$ cat config.mk
export PLATFORM = sky130hd
export DESIGN_NAME = psf_dmem_arb
export DESIGN_NICKNAME = d
export VERILOG_FILES = /design/src/rtl/psf_dmem_arb_pkg.sv /design/src/rtl/psf_dmem_arb_grant.sv /design/src/rtl/psf_dmem_arb.sv
export SDC_FILE = /design/constraint.sdc
export NUM_CORES = 1
export LEC_CHECK = 0
export ABC_CLOCK_PERIOD_IN_PS = 2300
export BUFFER_PORTS_ARGS = -buffer_cell sky130_fd_sc_hd__buf_2
export CAP_MARGIN = 20
export CELL_PAD_IN_SITES_DETAIL_PLACEMENT = 1
export CELL_PAD_IN_SITES_GLOBAL_PLACEMENT = 2
export CORE_MARGIN = 5
export CORE_UTILIZATION = 27
export CTS_CLUSTER_DIAMETER = 100
export DETAILED_ROUTE_END_ITERATION = 7
export HOLD_SLACK_MARGIN = 0.03
export PLACE_DENSITY = 0.94
export SETUP_SLACK_MARGIN = 0.1
export SLEW_MARGIN = 20
export SYNTH_ARGS = -nofsm -noshare
export SYNTH_HDL_FRONTEND = slang
export SYNTH_HIERARCHICAL = 1
export SYNTH_SLANG_ARGS = --single-unit
export TNS_END_PERCENT = 30
$ cat constraint.sdc
create_clock -name clk_i -period 2.3 [get_ports clk_i]
set_input_delay 0.46 -clock clk_i [delete_from_list [all_inputs] [get_ports clk_i]]
set_output_delay 0.46 -clock clk_i [all_outputs]
set_load 0.02 [all_outputs]
$ cat src/rtl/psf_dmem_arb_pkg.sv
// Shared constants and types for the data-RAM arbiter (port indices, defaults, owner record).
package psf_dmem_arb_pkg;

  localparam int PORT_CPU         = 0;
  localparam int PORT_DMA         = 1;
  localparam int DEF_ADDR_W       = 8;
  localparam int DEF_STARVE_LIMIT = 4;

  typedef struct packed {
    logic valid;
    logic port;
  } owner_t;

  function automatic logic is_req(input logic rd, input logic [3:0] wr);
    return rd | (|wr);
  endfunction

endpackage

$ cat src/rtl/psf_dmem_arb_grant.sv
// One-hot grant for the two RAM requesters: CPU priority unless the DMA side is being forced.
module psf_dmem_arb_grant
  import psf_dmem_arb_pkg::*;
(
  input  logic [1:0] req_i,
  input  logic       starve_force_i,
  output logic [1:0] gnt_o
);

  always_comb begin
    gnt_o = '0;
    if (req_i[PORT_DMA] && starve_force_i) begin
      gnt_o[PORT_DMA] = 1'b1;
    end else if (req_i[PORT_CPU]) begin
      gnt_o[PORT_CPU] = 1'b1;
    end else if (req_i[PORT_DMA]) begin
      gnt_o[PORT_DMA] = 1'b1;
    end
  end

endmodule

$ cat src/rtl/psf_dmem_arb.sv
// Two-port arbiter in front of the single-port 256x32 data RAM; acks carry read-first data.
// Define DMEM_ARB_STARVE_EN to add the port-1 anti-starvation counter.
module psf_dmem_arb
  import psf_dmem_arb_pkg::*;
#(
  parameter int ADDR_W       = DEF_ADDR_W,
  parameter int STARVE_LIMIT = DEF_STARVE_LIMIT
) (
  input  logic              clk_i,
  input  logic              rst_i,
  input  logic              m0_rd_i,
  input  logic [3:0]        m0_wr_i,
  input  logic [ADDR_W-1:0] m0_addr_i,
  input  logic [31:0]       m0_data_i,
  output logic              m0_accept_o,
  output logic              m0_ack_o,
  output logic [31:0]       m0_data_o,
  input  logic              m1_rd_i,
  input  logic [3:0]        m1_wr_i,
  input  logic [ADDR_W-1:0] m1_addr_i,
  input  logic [31:0]       m1_data_i,
  output logic              m1_accept_o,
  output logic              m1_ack_o,
  output logic [31:0]       m1_data_o,
  output logic [ADDR_W-1:0] ram_addr_o,
  output logic [31:0]       ram_data_o,
  output logic [3:0]        ram_wr_o,
  input  logic [31:0]       ram_data_i
);

  if (STARVE_LIMIT < 1 || STARVE_LIMIT > 15) begin : g_bad_limit
    $error("psf_dmem_arb: STARVE_LIMIT must be 1..15");
  end

  logic [1:0]        req;
  logic [1:0]        gnt_raw;
  logic [1:0]        gnt;
  logic              starve_force;
  logic [ADDR_W-1:0] addr_q;
  logic [31:0]       wdata_q;
  owner_t            owner_q, owner_d;
  logic [31:0]       m0_rdata_q, m1_rdata_q;
  logic              ack0, ack1;

  assign req[PORT_CPU] = is_req(m0_rd_i, m0_wr_i);
  assign req[PORT_DMA] = is_req(m1_rd_i, m1_wr_i);

  psf_dmem_arb_grant u_grant (
    .req_i          (req),
    .starve_force_i (starve_force),
    .gnt_o          (gnt_raw)
  );

  // Reset is synchronous, so the combinational grant must be masked while it is held.
  assign gnt         = gnt_raw & {2{rst_i}};
  assign m0_accept_o = gnt[PORT_CPU];
  assign m1_accept_o = gnt[PORT_DMA];

`ifdef DMEM_ARB_STARVE_EN
  logic [3:0] starve_cnt_q, starve_cnt_d;

  always_comb begin
    starve_cnt_d = starve_cnt_q;
    if (!req[PORT_DMA] || gnt[PORT_DMA]) begin
      starve_cnt_d = '0;
    end else if (starve_cnt_q != 4'hF) begin
      starve_cnt_d = starve_cnt_q + 4'd1;
    end
  end

  always_ff @(posedge clk_i) begin
    if (!rst_i) starve_cnt_q <= '0;
    else        starve_cnt_q <= starve_cnt_d;
  end

  assign starve_force = (starve_cnt_q == 4'(STARVE_LIMIT));
`else
  assign starve_force = 1'b0;
`endif

  // Address and write data hold their last granted values so the RAM pins stay quiet when idle.
  always_comb begin
    ram_addr_o = addr_q;
    ram_data_o = wdata_q;
    ram_wr_o   = '0;
    if (gnt[PORT_DMA]) begin
      ram_addr_o = m1_addr_i;
      ram_data_o = m1_data_i;
      ram_wr_o   = m1_wr_i;
    end else if (gnt[PORT_CPU]) begin
      ram_addr_o = m0_addr_i;
      ram_data_o = m0_data_i;
      ram_wr_o   = m0_wr_i;
    end
  end

  always_comb begin
    owner_d.valid = |gnt;
    owner_d.port  = gnt[PORT_DMA];
  end

  always_ff @(posedge clk_i) begin
    if (!rst_i) begin
      addr_q  <= '0;
      wdata_q <= '0;
      owner_q <= '0;
    end else begin
      addr_q  <= ram_addr_o;
      wdata_q <= ram_data_o;
      owner_q <= owner_d;
    end
  end

  // An access in flight when reset arrives is dropped, not acked.
  assign ack0 = rst_i & owner_q.valid & ~owner_q.port;
  assign ack1 = rst_i & owner_q.valid &  owner_q.port;

  always_ff @(posedge clk_i) begin
    if (!rst_i) begin
      m0_rdata_q <= '0;
      m1_rdata_q <= '0;
    end else begin
      if (ack0) m0_rdata_q <= ram_data_i;
      if (ack1) m1_rdata_q <= ram_data_i;
    end
  end

  assign m0_ack_o  = ack0;
  assign m1_ack_o  = ack1;
  assign m0_data_o = !rst_i ? 32'h0 : (ack0 ? ram_data_i : m0_rdata_q);
  assign m1_data_o = !rst_i ? 32'h0 : (ack1 ? ram_data_i : m1_rdata_q);

endmodule

==> results of run 1 <==
-- cells by family (layout without fill, tap and decap cells) --
family / after synthesis / count (layout) / synth area share
compound gates: 270 / 270 / 0.317
simple gates: 150 / 150 / 0.116
flops: 106 / 106 / 0.414
buf+inv: 67 / 316 / 0.0737
mux: 40 / 40 / 0.0781
other cells: 1 / 4 / 0.000732
-- area by class of cell --
cell class / instances / area [um^2]
Fill cell: 2287 / 10900
Multi-Input combinational cell: 462 / 2950
Sequential cell: 106 / 2120
Timing Repair Buffer: 295 / 2070
Tap cell: 234 / 293
Clock buffer: 9 / 225
Clock inverter: 7 / 72.6
Inverter: 5 / 21.3
Antenna cell: 2 / 5.00
-- repair_timing --
action	4_1_cts	5_1_grt
pin swaps	4	17
gates cloned	1	6
gates resized for setup	36	88
setup buffers	2	12
endpoints found under the setup margin	48	85
-- how the worst max path moves through the flow --
stage                                 to  slack (ns)  cells past startpoint
after floorplan            ram_addr_o[0]        0.17                      8
after global placement       ram_wr_o[2]       -0.25                      9
after detailed placement     ram_wr_o[1]       -0.17                      9
after CTS                 ram_data_o[21]        0.03                      9
after global routing      ram_data_o[13]       -0.04                      9
final                     ram_data_o[13]        0.05                      9
-- worst max-delay path, stage by stage --
cell	delay (ns)
buf_2	0.11
nor2_1	0.18
nand2_1	0.10
a21boi_4	0.17
nand2_4	0.15
clkbuf_16	0.19
o22ai_1	0.07
a21oi_1	0.18
buf_4	0.17
-- routing by layer --
metal,part of all wire,global-route usage,up-vias
met5,0,0,-
met1,0.45,0.206,2695
met2,0.47,0.265,178
li1,-,-,2750
met3,0.062,0.0377,19
met4,0.016,0.0499,0
-- synthesized netlist by cell type --
cell type    n  share of area
inv_1        4         0.0029
mux2i_1     40          0.078
nand2_2      1         0.0012
a22oi_1      4         0.0059
o22ai_1     80          0.098
dfxtp_1    106           0.41
and3_1       1         0.0012
buf_1        1        0.00073
buf_6        3         0.0066
buf_4       18          0.026
nor3_1       2         0.0020
o21ai_0     40          0.039
and2_1       2         0.0024
a21oi_1     80          0.078
buf_2       29          0.028
nor2b_1      6         0.0073
clkbuf_1    11         0.0081
or2_2        1         0.0012
conb_1       1        0.00073
nor2_1       3         0.0022
a21boi_1    61          0.089
a21boi_0     5         0.0073
nand2_1    133          0.097
nand2b_1     1         0.0012
inv_2        1        0.00073
-- per-stage QoR --
stage | util | area, um^2 | cells
final | 0.415 | 7760 | 1120
after global routing | 0.415 | 7760 | 1120
after CTS | 0.382 | 7140 | 1100
after detailed placement | 0.357 | 6690 | 1081
after global placement | 0.357 | 6690 | 1081
after floorplan | - | 5130 | 635
-- flip-flops by register name, summed over array words and instances, names as in the netlist --
| register | count |
|---|---|
| m0_rdata_q | 32 |
| m1_rdata_q | 32 |
| owner_q | 2 |
| wdata_q | 32 |
| addr_q | 8 |
-- layout by cell type (no fill, tap or decap), drive strengths merged --
master,instances
a21boi,66
a21oi,80
a22oi,4
and2,2
and3,1
buf,290
clkbuf,14
clkinv,5
conb,2
dfxtp,106
diode,2
inv,7
mux2i,40
nand2,134
nand2b,1
nor2,3
nor2b,6
nor3,2
o21ai,40
o22ai,80
or2,1
-- power breakdown --
part | switching [mW] | internal, mW
Clock | 0.810 | 0.766
Combinational | 0.726 | 0.610
Sequential | 0.0703 | 1.95
==> summary.txt, run 1 <==
Route
  – Routed WL: 19.7 mm
  – Vias: 5642
  – DRC Markers: 0
  – Final ANT Viol Nets: 0
  – Vias per cell: between 5 and 6
  – Initial detailed-routing violation count: around 170
  – Wire per inst: 17.6 um
  – Detailed Routing Iterations Pass 1: 4

STA
  – Crit path time final: 2.25 ns
  – Fin Setup TNS: 0 ns
  – Setup ws final: 0.0496 ns
  – Achievable Freq: between 400 and 500 MHz
  – Slew Viols, Final: 0
  – Final Skew: 0.00806 ns
  – Final Hold Vio Count: 0
  – WHS: 0.363 ns
  – Final worst path period share: 0.978
  – RSZ-0062 raised after global routing: true
  – Setup Viol. Count Final: 0

Clock tree
  – Clock Latency Late Sink: roughly 0.35 ns
  – TritonCTS Buffers: 9
  – CTS Root Cell: clkbuf_16
  – CTS tree: done
  – CTS H-tree depth: 3
  – Sink Count: 106
  – CTS Buffer Depth: 2
  – Worst-path clk slew: 0.08 ns
  – # hold bufs at CTS: 0

Worst setup path
  – Worst Setup Start Kind: input port
  – Reg-to-reg slack, setup: ~1.2 ns
  – Endpoint type of the worst setup path: output pin
  – Data required, critical path: 1.84 ns
  – CP max FO: 7
  – Critical Path Start: m1_wr_i[3]
  – Crit path DAT: 1.79 ns
  – WS Path Type: input port to output pin
  – Worst r2r dst: m1_rdata_q[11]$_DFF_P_
  – Crit Reg-Reg Startpoint: owner_q[0]$_SDFF_PN0_
  – Worst R2R Path Depth: 4

Synth
  – Synth Cell Area: 5130 um^2
  – Flops & latches, synth: 106
  – Synth Warn #: 6
  – Seq/Total Area, Yosys: 0.414
  – Synth Instances: 634
  – Yosys cell types: 25
  – Avg Cell Area, Syn: 8.09 um^2

Placement
  – Port Buffer Count: 235
  – Final GP Congestion: roughly 0.77
  – Dpl hpwl: roughly 13 mm
  – DP Worst Slack: -0.170 ns

Power and ir drop
  – Post-layout power: roughly 5 mW
  – VDD IR max: 0.281 mV
  – Leak: 3.49 nW
  – Power Dens Cells: 635 nW/um^2

Min path
  – Hold depth: 3
  – HP Start: ram_data_i[11]
  – Hold crit path type: input port to register
  – Worst Hold End: m0_rdata_q[11]$_DFF_P_

Floorplan
  – Row count: 50
  – DIE AREA: 21800 um^2
  – Die W: 148 um
  – IO Count: 236
  – Core Box Area: between 15000 and 20000 um^2
  – Initial Utilization: 0.274
  – DIE HEIGHT: roughly 150 um

Cells and area
  – Layout cell share with drive strength beyond 1: 0.407
  – Nets@finish: 1003
  – Area grow syn2layout: 51.4%

Run status
  – Status: finished clean

Flow run
  – Number of max-cap violations: 0

Global route
  – Initial antenna violation count: 2
  – GRT Util Overall: 0.160
  – Vias in the first global route: 5512
  – First-pass GRT wire length: 28.7 mm
  – Largest net degree at the start of global routing: slightly above 70
  – Global route total overflow: 0
No activity file was read; power rests on OpenSTA's default activity.
==> run 2, diff against run 1 <==
REMOVE_ABC_BUFFERS = 1   (was not set)
==> run 2 against run 1 <==
Against the previous run: largest power group unchanged; largest cell class unchanged; wire length rose by 25%; first-iteration DRC count rose by 30%; fmax fell by 5.9%; clock power barely moved; total power rose by 9.0%; critical path depth rose by 1; the flow now finishes with violations (negative setup slack); via count rose by 5.7%; cell area rose by 15%; register-to-register slack barely moved; sequential power barely moved; cell count rose by 0.27%.
==> summary.txt, run 2 (synthesis results as in run 1) <==
Run status
  – Status: complete, but fails checks
  – Failing checks: negative setup slack

Power and ir drop
  – Power Dens Cells: 601 nW/um^2 (-5.3%)
  – Leak: 3.83 nW (+9.8%)
  – VDD IR max: 0.305 mV (+8.4%)
  – Post-layout power: 5.37 mW (+9.0%)

Cells and area
  – Nets@finish: 1007 (+0.40%)
  – Area grow syn2layout: 74.3%
  – Largest regs: m0_rdata_q x32, m1_rdata_q x32, wdata_q x32
  – Most common cell after layout, fill and taps aside: buf_2
  – Final Util: 0.478 (+0.0629)
  – Finished Cell Area: 8930 um^2 (+15%)
  – Commonest non-fill, non-tap cells in the layout: buf_2 (182), nand2_1 (130), dfxtp_1 (104)
  – Layout cell share with drive strength beyond 1: 0.488 (+0.0804)

Clock tree
  – Sink Count: 106 (unchanged)
  – TritonCTS Buffers: 9 (unchanged)
  – CTS Buffer Depth: 2 (unchanged)
  – Worst-path clk slew: 0.08 ns (about the same)
  – CTS H-tree depth: 3 (unchanged)
  – Clock Latency Late Sink: 0.35 ns (about the same)
  – CTS tree: done
  – CTS Root Cell: clkbuf_16

Route
  – Routed WL: 24.7 mm (+25%)
  – DRC Markers: 0 (unchanged)
  – Vias: 5961 (+5.7%)
  – Detailed Routing Iterations Pass 1: 4 (unchanged)
  – Vias per cell: 5.31 (+5.4%)
  – Final ANT Viol Nets: 0 (unchanged)
  – Wire per inst: 22.0 um (+25%)
  – Initial detailed-routing violation count: 215 (+30%)

STA
  – RSZ-0062 raised after global routing: true
  – Final worst path period share: 1.04 (+0.0608)
  – Slew @ Worst Pin: 0.667 ns
  – Fin Setup TNS: -0.180 ns (-0.180 ns)
  – Final Skew: 0.0107 ns (+0.00263 ns)
  – Setup ws final: -0.0902 ns (-0.140 ns)
  – Crit path time final: 2.39 ns (+0.140 ns)
  – Achievable Freq: 418 MHz (-5.9%)
  – Final Hold Vio Count: 0 (unchanged)
  – Setup Viol. Count Final: 9 (+9)
  – Worst rel slew slack: 0.555
  – Slew Viols, Final: 0 (unchanged)

Worst setup path
  – Crit path DAT: 1.93 ns (+0.14 ns)
  – Most used cell, CP: buf_6
  – Endpoint type of the worst setup path: output pin
  – Data required, critical path: 1.84 ns (about the same)
  – WS Path Type: input port to output pin
  – Worst Setup Start Kind: input port
  – Critical-path top delay cell: a22oi_1
  – Crit path cell chain: buf_6, nor3_4, nand2_2, a21boi_4, buf_6, buf_12, nor2b_4, a22oi_1, nor2b_1, buf_4
  – Slowest stage delay, CP: 0.24 ns (+0.05 ns)
  – CP max FO: 9 (+2)

Global route
  – First-pass GRT wire length: 32.6 mm (+14%)
  – Global route total overflow: 0 (unchanged)
  – Initial antenna violation count: 3 (+1)
  – GRT Util Overall: 0.185 (+0.0255)
  – Largest net degree at the start of global routing: 69 (-2.8%)
  – Vias in the first global route: 5891 (+6.9%)

Placement
  – Dpl hpwl: 13.1 mm (-0.71%)
  – Final GP Congestion: 0.758 (-1.2%)
  – Placed cell area: 6590 um^2 (-1.5%)
  – Port Buffer Count: 235 (unchanged)
  – DP Worst Slack: -0.168 ns (+0.00234 ns)

Floorplan
  – DIE HEIGHT: 148 um (unchanged)
  – DIE AREA: 21800 um^2 (unchanged)
  – Core Box Area: 18700 um^2 (unchanged)
  – Die W: 148 um (unchanged)
  – IO Count: 236 (unchanged)
  – Initial Utilization: 0.274 (unchanged)
  – Row count: 50 (unchanged)

Flow run
  – Number of max-cap violations: 0 (unchanged)

Min path
  – Hold crit path type: input port to register
-- run 2: cell types whose count changed in the layout (fill, tap and decap cells not counted), sizes merged --
cell | previous run | this run
buf | 290 | 285
bufbuf | 0 | 4
clkbuf | 14 | 19
clkinv | 5 | 6
diode | 2 | 1
inv | 7 | 6
-- run 2: layout make-up --
| class | count | area, um^2 |
|---|---|---|
| Clock buffer | 10 | 229 |
| Antenna cell | 1 | 2.50 |
| Fill cell | 2149 | 9770 |
| Timing Repair inverter | 1 | 8.76 |
| Multi-Input combinational cell | 462 | 3650 |
| Clock inverter | 6 | 62.6 |
| Timing Repair Buffer | 298 | 2530 |
| Sequential cell | 106 | 2120 |
| Tap cell | 234 | 293 |
| Inverter | 5 | 31.3 |
-- run 2: per-stage QoR --
step | instances | hold slack, ns
after floorplan | 573 | 0.527
after global placement | 1071 | 0.438
after detailed placement | 1071 | 0.447
after CTS | 1105 | 0.348
after global routing | 1122 | 0.359
final | 1123 | 0.362
-- run 2: critical path: cells and delay by family --
kind,cells,cell delay (ns)
and+or+nand+nor,4,0.51
buffers and inverters,4,0.54
AOI/OAI and AO/OA,2,0.40
-- run 2: timing repair --
action	CTS	global route
resized for setup	141	144
pin swaps	7	48
setup buffers	6	6
hold buffers	0	0
endpoints found under the setup margin	46	101
cloned	12	11
-- run 2: path summary, 6_finish.rpt --
check,slack [ns],depth (start not counted),start,to
max,-0.09,10,m0_wr_i[1],ram_wr_o[1]
min,0.36,3,ram_data_i[30],m0_rdata_q[30]$_DFF_P_
max reg2reg,1.14,4,owner_q[1]$_SDFF_PN0_,m0_rdata_q[18]$_DFF_P_
min reg2reg,0.45,2,m0_rdata_q[30]$_DFF_P_,m0_rdata_q[30]$_DFF_P_
-- run 2: per-layer routing --
layer | part of all wire | vias to the layer above | GRT usage
met1 | 0.41 | 2870 | 0.237
met5 | 0.0011 | - | 0
li1 | - | 2776 | -
met3 | 0.071 | 51 | 0.0497
met4 | 0.028 | 4 | 0.0424
met2 | 0.49 | 260 | 0.313
-- run 2: power by group --
| part | switching, mW | total [mW] | internal [mW] |
|---|---|---|---|
| Clock | 0.802 | 1.57 | 0.763 |
| Combinational | 0.921 | 1.76 | 0.836 |
| Sequential | 0.103 | 2.05 | 1.95 |
==> run 3, diff against run 2 <==
CELL_PAD_IN_SITES_DETAIL_PLACEMENT = not set   (was 1)
CELL_PAD_IN_SITES_GLOBAL_PLACEMENT = not set   (was 2)
CORE_UTILIZATION = 45   (was 27)
PLACE_DENSITY = 0.86   (was 0.94)
==> run 3 against run 2 <==
Against the previous run: the flow still finishes with violations (negative setup slack); non-clock buffer count decreased by 9; utilization grew 19 points; register-to-register slack hardly changed; sequential share of layout area increased by 4.4 points; critical path depth decreased by 1; fmax up 3.3%; critical endpoint is now ram_data_o[15]; largest power group unchanged.
==> summary.txt, run 3 (synthesis results as in run 1) <==
Cells and area
  – Layout cell share with drive strength beyond 1: 0.401 (-0.0867)
  – Area grow syn2layout: 46.9%
  – Finished Layout Cells: 1021 (-9.1%)
  – Largest regs: m0_rdata_q x32, m1_rdata_q x32, wdata_q x32
  – Commonest non-fill, non-tap cells in the layout: buf_2 (203), nand2_1 (131), dfxtp_1 (104)
  – Final Util: 0.668 (+0.190)
  – Nets@finish: 997 (-0.99%)
  – Most common cell after layout, fill and taps aside: buf_2
  – ANT cells: 0 (-1)

Power and ir drop
  – Switching power total: 1.50 mW (-18%)
  – P_int: 3.39 mW (-4.3%)
  – Post-layout power: 4.90 mW (-8.9%)
  – Leak: 3.44 nW (-10%)
  – Flop pwr share: 0.412 (+0.031)
  – Comb power frac: 0.267 (-0.060)
  – VDD IR max: 0.481 mV (+58%)
  – Power Dens Cells: 650 nW/um^2 (+8.1%)
  – Clock power frac: 0.320 (+0.029)
  – Switching share of power: 0.307 (-0.0330)

Floorplan
  – Row count: 39 (-22%)
  – Die W: 117 um (-21%)
  – IO Count: 236 (unchanged)
  – DIE HEIGHT: 117 um (-21%)
  – DIE AREA: 13600 um^2 (-38%)
  – Core Box Area: 11300 um^2 (-40%)
  – Initial Utilization: 0.455 (+0.181)

STA
  – Crit path time final: 2.31 ns (-0.0752 ns)
  – Final worst path period share: 1.01 (-0.0327)
  – RSZ-0062 raised after global routing: true
  – Achievable Freq: 432 MHz (+3.3%)
  – Setup Viol. Count Final: 3 (-6)
  – Slew Viols, Final: 0 (unchanged)
  – WHS: 0.370 ns (+0.00773 ns)
  – Final Hold Vio Count: 0 (unchanged)
  – Final Skew: 0.00369 ns (-0.00701 ns)
  – Setup ws final: -0.0150 ns (+0.0752 ns)

Worst setup path
  – Endpoint type of the worst setup path: output pin
  – Crit path DAT: 1.85 ns (-0.08 ns)
  – Crit Reg-Reg Startpoint: owner_q[0]$_SDFF_PN0_
  – WS Path Type: input port to output pin
  – Data required, critical path: 1.84 ns (about the same)
  – Crit path cell chain: buf_2, nor3_4, nand2_2, a21boi_4, buf_12, buf_6, o22ai_1, a21oi_1, buf_2
  – Reg-to-reg slack, setup: 1.13 ns (about the same)
  – CP max FO: 12 (+3)
  – Slowest stage delay, CP: 0.26 ns (+0.02 ns)
  – Worst Setup Start Kind: input port
  – Most used cell, CP: buf_2
  – Critical-path top delay cell: a21boi_4
  – Worst R2R Path Depth: 4 (unchanged)
  – Worst r2r dst: m0_rdata_q[1]$_DFF_P_

Placement
  – Dpl hpwl: 11.3 mm (-14%)
  – Port Buffer Count: 235 (unchanged)
  – DP Worst Slack: -0.0407 ns (+0.127 ns)
  – Number of cells after detailed placement: 988 (-7.7%)
  – Final GP Congestion: 0.821 (+8.3%)

Global route
  – Busiest grt layer: met2
  – First-pass GRT wire length: 23.8 mm (-27%)
  – Global route total overflow: 0 (unchanged)
  – Vias in the first global route: 4966 (-16%)
  – GRT Util Overall: 0.218 (+0.0328)
  – Initial antenna violation count: 2 (-1)
  – Met3 usage in global routing: 0.0705 (+0.0208)
  – GR Util met2: 0.357 (+0.0439)
  – Met1 usage: 0.266 (+0.0289)
  – Largest net degree at the start of global routing: 53 (-23%)

Min path
  – Worst Hold End: m0_rdata_q[7]$_DFF_P_
  – Hold crit path type: input port to register
  – Hold depth: 3 (unchanged)
  – HP Start: ram_data_i[7]

Clock tree
  – CTS Root Cell: clkbuf_16
  – TritonCTS Buffers: 9 (unchanged)
  – CTS H-tree depth: 3 (unchanged)
  – CTS Buffer Depth: 2 (unchanged)
  – Clock Latency Late Sink: 0.34 ns (about the same)
  – CTS tree: done
  – Sink Count: 106 (unchanged)
  – Worst-path clk slew: 0.07 ns (about the same)

Route
  – Vias: 5725 (-4.0%)
  – Detailed Routing Iterations Pass 1: 5 (+1)
  – Final ANT Viol Nets: 0 (unchanged)
  – Initial detailed-routing violation count: 482 (+120%)
  – Wire per inst: 17.1 um (-22%)
  – DRC Markers: 0 (unchanged)
  – Routed WL: 17.5 mm (-29%)
  – Vias per cell: 5.61 (+5.6%)

Run status
  – Status: complete, but fails checks
  – Failing checks: negative setup slack

Flow run
  – Number of max-cap violations: 0 (unchanged)
[run 3: cell types whose count changed in the layout (fill, tap and decap cells not counted), sizes merged]
cell | before | now
bufbuf | 4 | 0
bufinv | 0 | 1
clkbuf | 19 | 15
clkinv | 6 | 2
diode | 1 | 0
inv | 6 | 7
[run 3: power by group through the flow]
stage | Combinational (mW) | Sequential [mW] | Clock [mW]
after CTS | 1.14 | 2.01 | 1.58
after global routing | 1.40 | 2.03 | 1.67
after floorplan | 0.643 | 2.03 | 0
final | 1.31 | 2.02 | 1.57
after detailed placement | 1.09 | 2.05 | 0
after global placement | 1.08 | 2.04 | 0
[run 3: worst max path at each step]
stage                           from        endpoint  cells after the start
final                     m0_wr_i[2]  ram_data_o[15]                      9
after global routing      m0_wr_i[0]  ram_data_o[15]                      9
after CTS                 m0_wr_i[2]   ram_data_o[9]                      9
after detailed placement  m0_wr_i[2]   ram_data_o[9]                      9
after global placement    m0_wr_i[2]   ram_data_o[9]                      9
after floorplan           m0_wr_i[2]   ram_addr_o[0]                      6
[run 3: routing by layer]
layer | part of all wire | vias to the layer above
li1 | - | 2741
met1 | 0.39 | 2661
met2 | 0.48 | 282
met3 | 0.10 | 37
met4 | 0.025 | 4
met5 | 0.0021 | -
[run 3: what timing repair did]
action | in CTS | in global routing
setup endpoints to repair | 75 | 101
pin swaps | 2 | 23
gates cloned | 2 | 4
hold buffers | 0 | 0
resized for setup | 23 | 85
buffers inserted | 1 | 10
[run 3: critical path: cells and delay by family]
family | cells | cell delay [ns]
simple gates | 2 | 0.13
compound gates | 3 | 0.56
buf+inv | 4 | 0.69
[run 3: area by class of cell]
class | count | area [um^2]
Fill cell | 881 | 3740
Multi-Input combinational cell | 462 | 2940
Sequential cell | 106 | 2120
Timing Repair Buffer | 289 | 1980
Clock buffer | 11 | 233
Tap cell | 143 | 179
Clock inverter | 5 | 61.3
Inverter | 5 | 18.8
[run 3: metrics by stage]
stage	area [um^2]	TNS (ns)
floorplan	4770	-603.78
global placement	6560	-0.0255
detailed placement	6560	-0.0511
CTS	7000	0
global route	7530	-0.149
finish	7530	-0.0310
